===== src/rtl/axi_rw_sched_pkg.sv =====
// Shared types and constants for the AXI read/write burst scheduler.
package axi_rw_sched_pkg;

    // Scheduler states: one burst is owned at a time.
    typedef enum logic [2:0] {
        ST_IDLE  = 3'd0,
        ST_WDATA = 3'd1,
        ST_WRESP = 3'd2,
        ST_RADDR = 3'd3,
        ST_RDATA = 3'd4
    } state_e;

    // Grant encoding; the value doubles as the requester index into rr_arb2.
    typedef enum logic {
        GRANT_W = 1'b0,
        GRANT_R = 1'b1
    } grant_e;

    localparam logic [1:0] RESP_OKAY   = 2'b00;
    localparam logic [1:0] RESP_EXOKAY = 2'b01;
    localparam logic [1:0] RESP_SLVERR = 2'b10;
    localparam logic [1:0] RESP_DECERR = 2'b11;

    // Fixed 32-bit beats: byte address -> word address drops the low bits.
    localparam int BEAT_BYTES = 4;
    localparam int BEAT_SHIFT = $clog2(BEAT_BYTES);

endpackage


===== src/rtl/axi_rw_sched_rr_arb2.sv =====
// Two-requester round-robin arbiter. Requester 0 is write, requester 1 is read.
module rr_arb2
    import axi_rw_sched_pkg::*;
(
    input  logic       clk,
    input  logic       rst_n,
    input  logic [1:0] req,
    input  logic       advance,
    output logic [1:0] grant
);

    grant_e last_q;
    grant_e last_d;

    // Grant decode: a lone requester wins; on a tie the one not granted last time wins.
    always_comb begin
        // NOTE: every combinational output gets a default first so no path infers a latch.
        grant = 2'b00;
        case (req)
            2'b01:   grant = 2'b01;
            2'b10:   grant = 2'b10;
            2'b11:   grant = (last_q == GRANT_R) ? 2'b01 : 2'b10;
            default: grant = 2'b00;
        endcase
    end

    // Remember the winner only when the granted handshake actually completes.
    always_comb begin
        last_d = last_q;
        if (advance && (grant != 2'b00)) begin
            last_d = grant[0] ? GRANT_W : GRANT_R;
        end
    end

    // Last-grant register; resets to read so write wins the first tie.
    always_ff @(posedge clk or negedge rst_n) begin
        if (!rst_n) begin
            // NOTE: sequential state uses non-blocking assignments so all flops update together.
            last_q <= GRANT_R;
        end else begin
            last_q <= last_d;
        end
    end

endmodule


===== src/rtl/axi_rw_sched.sv =====
// Burst scheduler sharing one single-port synchronous-read RAM between AXI
// write and read channels. Owns one INCR burst at a time, sequences word
// addresses, and produces the B response and R beats.
module axi_rw_sched
    import axi_rw_sched_pkg::*;
#(
    parameter int ADDR_W = 10,
    parameter int DATA_W = 32
) (
    input  logic              ACLK,
    input  logic              ARESETN,
    input  logic              aw_valid,
    output logic              aw_ready,
    input  logic [ADDR_W-1:0] aw_addr,
    input  logic [7:0]        aw_len,
    input  logic              aw_id,
    input  logic              ar_valid,
    output logic              ar_ready,
    input  logic [ADDR_W-1:0] ar_addr,
    input  logic [7:0]        ar_len,
    input  logic              ar_id,
    input  logic              w_valid,
    output logic              w_ready,
    input  logic              w_last,
    input  logic [DATA_W-1:0] w_data,
    input  logic [3:0]        w_strb,
    output logic              b_valid,
    input  logic              b_ready,
    output logic [1:0]        b_resp,
    output logic              b_id,
    output logic              r_valid,
    input  logic              r_ready,
    output logic [DATA_W-1:0] r_data,
    output logic [1:0]        r_resp,
    output logic              r_last,
    output logic              r_id,
    output logic              mem_en,
    output logic              mem_we,
    output logic [ADDR_W-3:0] mem_addr,
    output logic [DATA_W-1:0] mem_wdata,
    output logic [3:0]        mem_wstrb,
    input  logic [DATA_W-1:0] mem_rdata
);

    localparam int WADDR_W = ADDR_W - BEAT_SHIFT;

    state_e             state_q, state_d;
    logic [WADDR_W-1:0] addr_q, addr_d;
    logic [7:0]         len_q, len_d;
    logic [7:0]         beat_cnt_q, beat_cnt_d;
    logic               id_q, id_d;
    logic               err_q, err_d;

    logic [1:0] arb_req;
    logic [1:0] arb_grant;
    logic       in_idle;
    logic       aw_hs;
    logic       ar_hs;
    logic       last_beat;

    assign in_idle   = (state_q == ST_IDLE);
    assign arb_req   = in_idle ? {ar_valid, aw_valid} : 2'b00;
    assign aw_ready  = arb_grant[0];
    assign ar_ready  = arb_grant[1];
    assign aw_hs     = aw_valid & aw_ready;
    assign ar_hs     = ar_valid & ar_ready;
    assign last_beat = (beat_cnt_q == len_q);

    // Write data is forwarded untouched; mem_we decides whether it lands.
    assign mem_wdata = w_data;
    assign mem_wstrb = w_strb;

    rr_arb2 u_arb (
        .clk     (ACLK),
        .rst_n   (ARESETN),
        .req     (arb_req),
        .advance (aw_hs | ar_hs),
        .grant   (arb_grant)
    );

    // Next-state, burst bookkeeping and state-decoded outputs.
    always_comb begin
        state_d    = state_q;
        addr_d     = addr_q;
        len_d      = len_q;
        beat_cnt_d = beat_cnt_q;
        id_d       = id_q;
        err_d      = err_q;

        w_ready  = (state_q == ST_WDATA);
        mem_we   = (state_q == ST_WDATA) && w_valid;
        mem_en   = mem_we || (state_q == ST_RADDR);
        mem_addr = addr_q;
        b_valid  = (state_q == ST_WRESP);
        b_resp   = (b_valid && err_q) ? RESP_SLVERR : RESP_OKAY;
        b_id     = b_valid ? id_q : 1'b0;
        r_valid  = (state_q == ST_RDATA);
        r_data   = r_valid ? mem_rdata : '0;
        r_resp   = RESP_OKAY;
        r_last   = r_valid && last_beat;
        r_id     = r_valid ? id_q : 1'b0;

        case (state_q)
            ST_IDLE: begin
                if (aw_hs) begin
                    addr_d     = aw_addr[ADDR_W-1:BEAT_SHIFT];
                    len_d      = aw_len;
                    id_d       = aw_id;
                    beat_cnt_d = 8'd0;
                    state_d    = ST_WDATA;
                end else if (ar_hs) begin
                    addr_d     = ar_addr[ADDR_W-1:BEAT_SHIFT];
                    len_d      = ar_len;
                    id_d       = ar_id;
                    beat_cnt_d = 8'd0;
                    state_d    = ST_RADDR;
                end
            end
            ST_WDATA: begin
                if (w_valid) begin
                    addr_d     = addr_q + 1'b1;
                    beat_cnt_d = beat_cnt_q + 8'd1;
                    // A misplaced or missing w_last is reported, but the burst
                    // length always comes from the captured len.
                    if (w_last != last_beat) begin
                        err_d = 1'b1;
                    end
                    if (last_beat) begin
                        state_d = ST_WRESP;
                    end
                end
            end
            ST_WRESP: begin
                if (b_ready) begin
                    err_d   = 1'b0;
                    state_d = ST_IDLE;
                end
            end
            ST_RADDR: begin
                state_d = ST_RDATA;
            end
            ST_RDATA: begin
                if (r_ready) begin
                    if (last_beat) begin
                        state_d = ST_IDLE;
                    end else begin
                        addr_d     = addr_q + 1'b1;
                        beat_cnt_d = beat_cnt_q + 8'd1;
                        state_d    = ST_RADDR;
                    end
                end
            end
            default: begin
                state_d = ST_IDLE;
            end
        endcase
    end

    // State and burst-context registers; reset abandons any burst in flight.
    always_ff @(posedge ACLK or negedge ARESETN) begin
        if (!ARESETN) begin
            state_q    <= ST_IDLE;
            addr_q     <= '0;
            len_q      <= 8'd0;
            beat_cnt_q <= 8'd0;
            id_q       <= 1'b0;
            err_q      <= 1'b0;
        end else begin
            state_q    <= state_d;
            addr_q     <= addr_d;
            len_q      <= len_d;
            beat_cnt_q <= beat_cnt_d;
            id_q       <= id_d;
            err_q      <= err_d;
        end
    end

endmodule


===== config.mk =====
export PLATFORM = sky130hd
export DESIGN_NAME = axi_rw_sched
export DESIGN_NICKNAME = d
export VERILOG_FILES = /design/src/rtl/axi_rw_sched_pkg.sv /design/src/rtl/axi_rw_sched_rr_arb2.sv /design/src/rtl/axi_rw_sched.sv
export SDC_FILE = /design/constraint.sdc
export NUM_CORES = 1
export LEC_CHECK = 0
export ABC_CLOCK_PERIOD_IN_PS = 2950
export CORE_MARGIN = 3
export CORE_UTILIZATION = 30
export CTS_BUF_LIST = sky130_fd_sc_hd__clkbuf_16
export DETAILED_ROUTE_END_ITERATION = 7
export PLACE_DENSITY = 0.8
export SLEW_MARGIN = 0
export SYNTH_ARGS = -nofsm -noshare
export SYNTH_HDL_FRONTEND = slang
export SYNTH_HIERARCHICAL = 1
export SYNTH_SLANG_ARGS = --single-unit
export TNS_END_PERCENT = 100

===== constraint.sdc =====
create_clock -name ACLK -period 2.95 [get_ports ACLK]
set_clock_uncertainty 0.05 [all_clocks]
set_input_delay 0.295 -clock ACLK [delete_from_list [all_inputs] [get_ports ACLK]]
set_output_delay 0.295 -clock ACLK [all_outputs]
set_load 0.05 [all_outputs]

==> metrics list <==
- Summed over all nets, the half-perimeter wirelength after detailed placement is 6199 um.
- The number of slew-limit violations in the final report is 0.
- CP Data Required Time: 2.61 ns
* Pleak: 2.048 nW
* Aggregate routed wire length: 7744 um
* First-pass iteration count of the detailed router: 4
- Worst hold-check slack: 0.3752 ns
- After clock tree synthesis, the clock-pin slew on the worst setup and hold paths is 0.05 ns.
* IR Drop Worst-Case VDD: 0.0003742 V
* Final Core Density: 47.74%
- The die covers 0.009499 mm2.
- The run finished with clean final reports.
* Wire per inst: 15.93 um
* Sequential area share after synthesis: 29.96%
* Area after DPL: 0.003590 mm2
* Unrepaired setup endpoints after global routing: no
* Via count of the first global-routing pass: 2444
- The die is 97.47 um tall.
* Die W: 97.47 um
- The routed design could run at a clock period as short as 2.721 ns.
- Final hold vios: 0
- After detailed placement, the design holds a cell count of 478.
- Critical path capture point: r_valid
- Data arrival, critical path: 2.38 ns
- Dividing the detail-routed via count by the number of cells gives 5.012.
- Number of port buffers: 124
- EDFF count, synth: 0
- Launch point of the critical path: state_q[1]
* Cell area after synthesis: 0.002510 mm2
- The first routing iteration left 153 violations.
* FF-to-FF setup slack: 0.39 ns
* Critical Setup Path Class: reg2out
* List of cells traversed by the critical path: buf_4 -> nor2_4 -> nand2_2 -> inv_2 -> clkdlybuf4s50_1
* Antenna violations before repair: 0
- Layout Area Growth over Synthesis: 50.80%
* Endpoint kind of the worst setup timing path: output pin
- The number of antenna diodes in the final layout is 0.
- Avg Cell Area, Syn: 8.479 um2
- Pin placement for this block handled 204 I/O pins.
- Fraction of layout instances using a drive strength above 1: 11.98%
* Count of max-cap constraint violations: 0
* Multi-input combinational cell area: 0.001381 mm2
* Number of filler instances in the final layout: 770
- Worst-path maximum fanout: 35
* Area of the core region: 0.007928 mm2
- Entering global routing, the biggest net connects 36 pins.
- Clock tree from TritonCTS: yes
- The clock drives 30 sinks.
* Critical R2R Capture: beat_cnt_q[2]
* Clock tree root buffer cell: sky130_fd_sc_hd__clkbuf_16
* Setup_tns: 0 ns
- For the worst flop-to-flop path, the logic depth is 8.
- The net count of the finished layout is 499.
- Total power divided by cell area: 881.6 mW/mm2
- In this run the remaining antenna-violating nets after routing total 0.
- Count of endpoints failing setup in the final report: 0
- The detailed router placed 2436 vias in this run.
- In this run the critical register-to-register path is launched from state_q[2].
- Worst hold-check path type: in2async
- Storage element area: 752.0 um2
- Netlist cell types: 47
- H-tree lvl count: 2
- Cell Rows: 32
- In this run the post-CTS setup repair buffer count came out at 0.
* Cts bufs inserted: 5
- Once layout is done, the placed cells without fillers occupy 0.003785 mm2.
* Synth Instances: 296
* Max transition margin: 45.24%
- Yosys synthesis warning count: 6
* Grt ovf: 0
- Overall routing resource usage: 16.14%
* Worst slew pin tran: 0.8214 ns
- For this design, the slowest cell found on the critical path is sky130_fd_sc_hd__clkdlybuf4s50_1.
* Achievable frequency: 367.5 MHz
* Period Utilization, post-route: 92.25%
- In this run the deepest clock path goes through 2 buffers.
- Max incr delay on CP: 0.88 ns
- Clock latency on the worst-skew pair: 0.27 ns
- Wire length of the first global-routing pass: 12430 um
- For this run, the leading register cell type out of synthesis is sky130_fd_sc_hd__dfrtp_1.
- Share of flip-flops with an asynchronous set or reset after synthesis: 100.0%
* Remaining routing DRC violations: 0
- For this run, the number of standard cells in the final layout without fillers is 486.
- Starting density of the core: 31.66%
- Counting flops and latches in the post-synthesis netlist gives 30.
- STA classifies the critical path startpoint as a flip-flop.
* Routability cong.: 0.8315
[per-stage QoR]
step                total power, mW  worst slack (ns)
floorplan                     2.405          0.003445
global placement              2.822            0.2100
detailed placement            2.884            0.1282
CTS                           3.374           0.06555
global route                  3.571           0.09262
finish                        3.337            0.2287
[cells in the final DEF, fill, tap and decap left out, types with 2 or more instances in the layout]
cell type,n
sky130_fd_sc_hd__inv_1,6
sky130_fd_sc_hd__xnor2_1,8
sky130_fd_sc_hd__clkdlybuf4s50_1,89
sky130_fd_sc_hd__o31ai_1,6
sky130_fd_sc_hd__a211oi_1,6
sky130_fd_sc_hd__conb_1,3
sky130_fd_sc_hd__a21oi_1,10
sky130_fd_sc_hd__dlymetal6s2s_1,23
sky130_fd_sc_hd__nand2_2,3
sky130_fd_sc_hd__nor3_1,9
sky130_fd_sc_hd__mux2i_1,13
sky130_fd_sc_hd__nor3_2,3
sky130_fd_sc_hd__and3_1,9
sky130_fd_sc_hd__o41ai_2,2
sky130_fd_sc_hd__buf_4,22
sky130_fd_sc_hd__xor2_1,2
sky130_fd_sc_hd__o41ai_1,4
sky130_fd_sc_hd__nand3_1,7
sky130_fd_sc_hd__dfrtp_1,29
sky130_fd_sc_hd__ha_1,2
sky130_fd_sc_hd__clkbuf_16,5
sky130_fd_sc_hd__nand2_1,18
sky130_fd_sc_hd__a31oi_1,6
sky130_fd_sc_hd__o21a_1,2
sky130_fd_sc_hd__nand4_1,3
sky130_fd_sc_hd__o22a_1,6
sky130_fd_sc_hd__o21ai_0,17
sky130_fd_sc_hd__nor2_1,12
sky130_fd_sc_hd__and2_1,38
[final cells by class]
class / count / area share, %
sequential: 30 / 19.87
tap: 102 / 3.372
clock inverter: 3 / 0.3306
timing repair buffer: 135 / 36.03
multi-input combinational: 205 / 36.50
clock buffer: 5 / 3.306
inverter: 6 / 0.5950
[worst max-delay path: cells and delay by family (launching register included)]
family,cells,cell delay (ns)
buf+inv,3,1.41
simple gates,2,0.22
flops,1,0.46
[cells by family after synthesis]
logic type	share of synthesized area [%]
adders and majority gates	0.9968
DFF	29.96
muxes	5.633
buffers and inverters	16.80
and+or+nand+nor	24.28
xor gates and xnor gates	3.490
other	0.1494
AOI/OAI and AO/OA	18.69
[worst min path at each step]
stage / from / end / cells after the start
6_report: ARESETN / len_q[3] / 2
2_1_floorplan: ARESETN / beat_cnt_q[0] / 0
3_3_place_gp: len_q[7] / len_q[7] / 2
3_5_place_dp: len_q[4] / len_q[4] / 2
4_1_cts: ARESETN / beat_cnt_q[7] / 2
5_1_grt: ARESETN / beat_cnt_q[6] / 2
[sequential cells by signal, summed over array words and instances, names as in the netlist]
signal,count
beat_cnt_q,8
len_q,8
mem_addr,8
state_q,3
err_q,1
id_q,1
u_arb/last_q,1
[cells in the mapped netlist, types with 3 or more instances]
| cell | number | area [um2] |
|---|---|---|
| sky130_fd_sc_hd__nand3_1 | 7 | 35.03 |
| sky130_fd_sc_hd__buf_6 | 5 | 56.30 |
| sky130_fd_sc_hd__o22a_1 | 6 | 52.55 |
| sky130_fd_sc_hd__buf_4 | 39 | 292.8 |
| sky130_fd_sc_hd__dfrtp_1 | 29 | 725.7 |
| sky130_fd_sc_hd__o31ai_1 | 6 | 45.04 |
| sky130_fd_sc_hd__nor3_2 | 3 | 30.03 |
| sky130_fd_sc_hd__and2_1 | 38 | 237.7 |
| sky130_fd_sc_hd__inv_1 | 5 | 18.77 |
| sky130_fd_sc_hd__nand4_1 | 3 | 18.77 |
| sky130_fd_sc_hd__a31oi_1 | 6 | 37.54 |
| sky130_fd_sc_hd__nand2_1 | 18 | 67.56 |
| sky130_fd_sc_hd__nand2_2 | 3 | 18.77 |
| sky130_fd_sc_hd__mux2i_1 | 13 | 130.1 |
| sky130_fd_sc_hd__xnor2_1 | 8 | 70.07 |
| sky130_fd_sc_hd__clkbuf_1 | 12 | 45.04 |
| sky130_fd_sc_hd__nor2_1 | 12 | 45.04 |
| sky130_fd_sc_hd__and3_1 | 9 | 56.30 |
| sky130_fd_sc_hd__o21ai_0 | 17 | 85.08 |
| sky130_fd_sc_hd__o41ai_1 | 4 | 35.03 |
| sky130_fd_sc_hd__nor3_1 | 9 | 45.04 |
| sky130_fd_sc_hd__a211oi_1 | 6 | 45.04 |
| sky130_fd_sc_hd__a21oi_1 | 10 | 50.05 |
[metal layers]
layer | track usage, % | up-vias | wire length [um]
li1 | - | 1171 | -
met1 | 16.85 | 1120 | 2655
met2 | 29.20 | 123 | 4175
met3 | 5.887 | 22 | 735
met4 | 6.390 | 0 | 177
met5 | 0 | - | 0
[timing repair]
| item | in CTS | in global routing |
|---|---|---|
| hold buffers | 0 | 0 |
| gates resized for setup | 0 | 23 |
| hold endpoints to repair | 0 | 0 |
| endpoints found under the setup margin | 0 | 23 |
[power by group]
| part | internal [mW] | total, mW | switching, mW |
|---|---|---|---|
| clock | 0.304 | 0.475 | 0.171 |
| combinational | 0.813 | 2.10 | 1.29 |
| sequential | 0.578 | 0.757 | 0.180 |
Power figures use the tool's default switching activity.
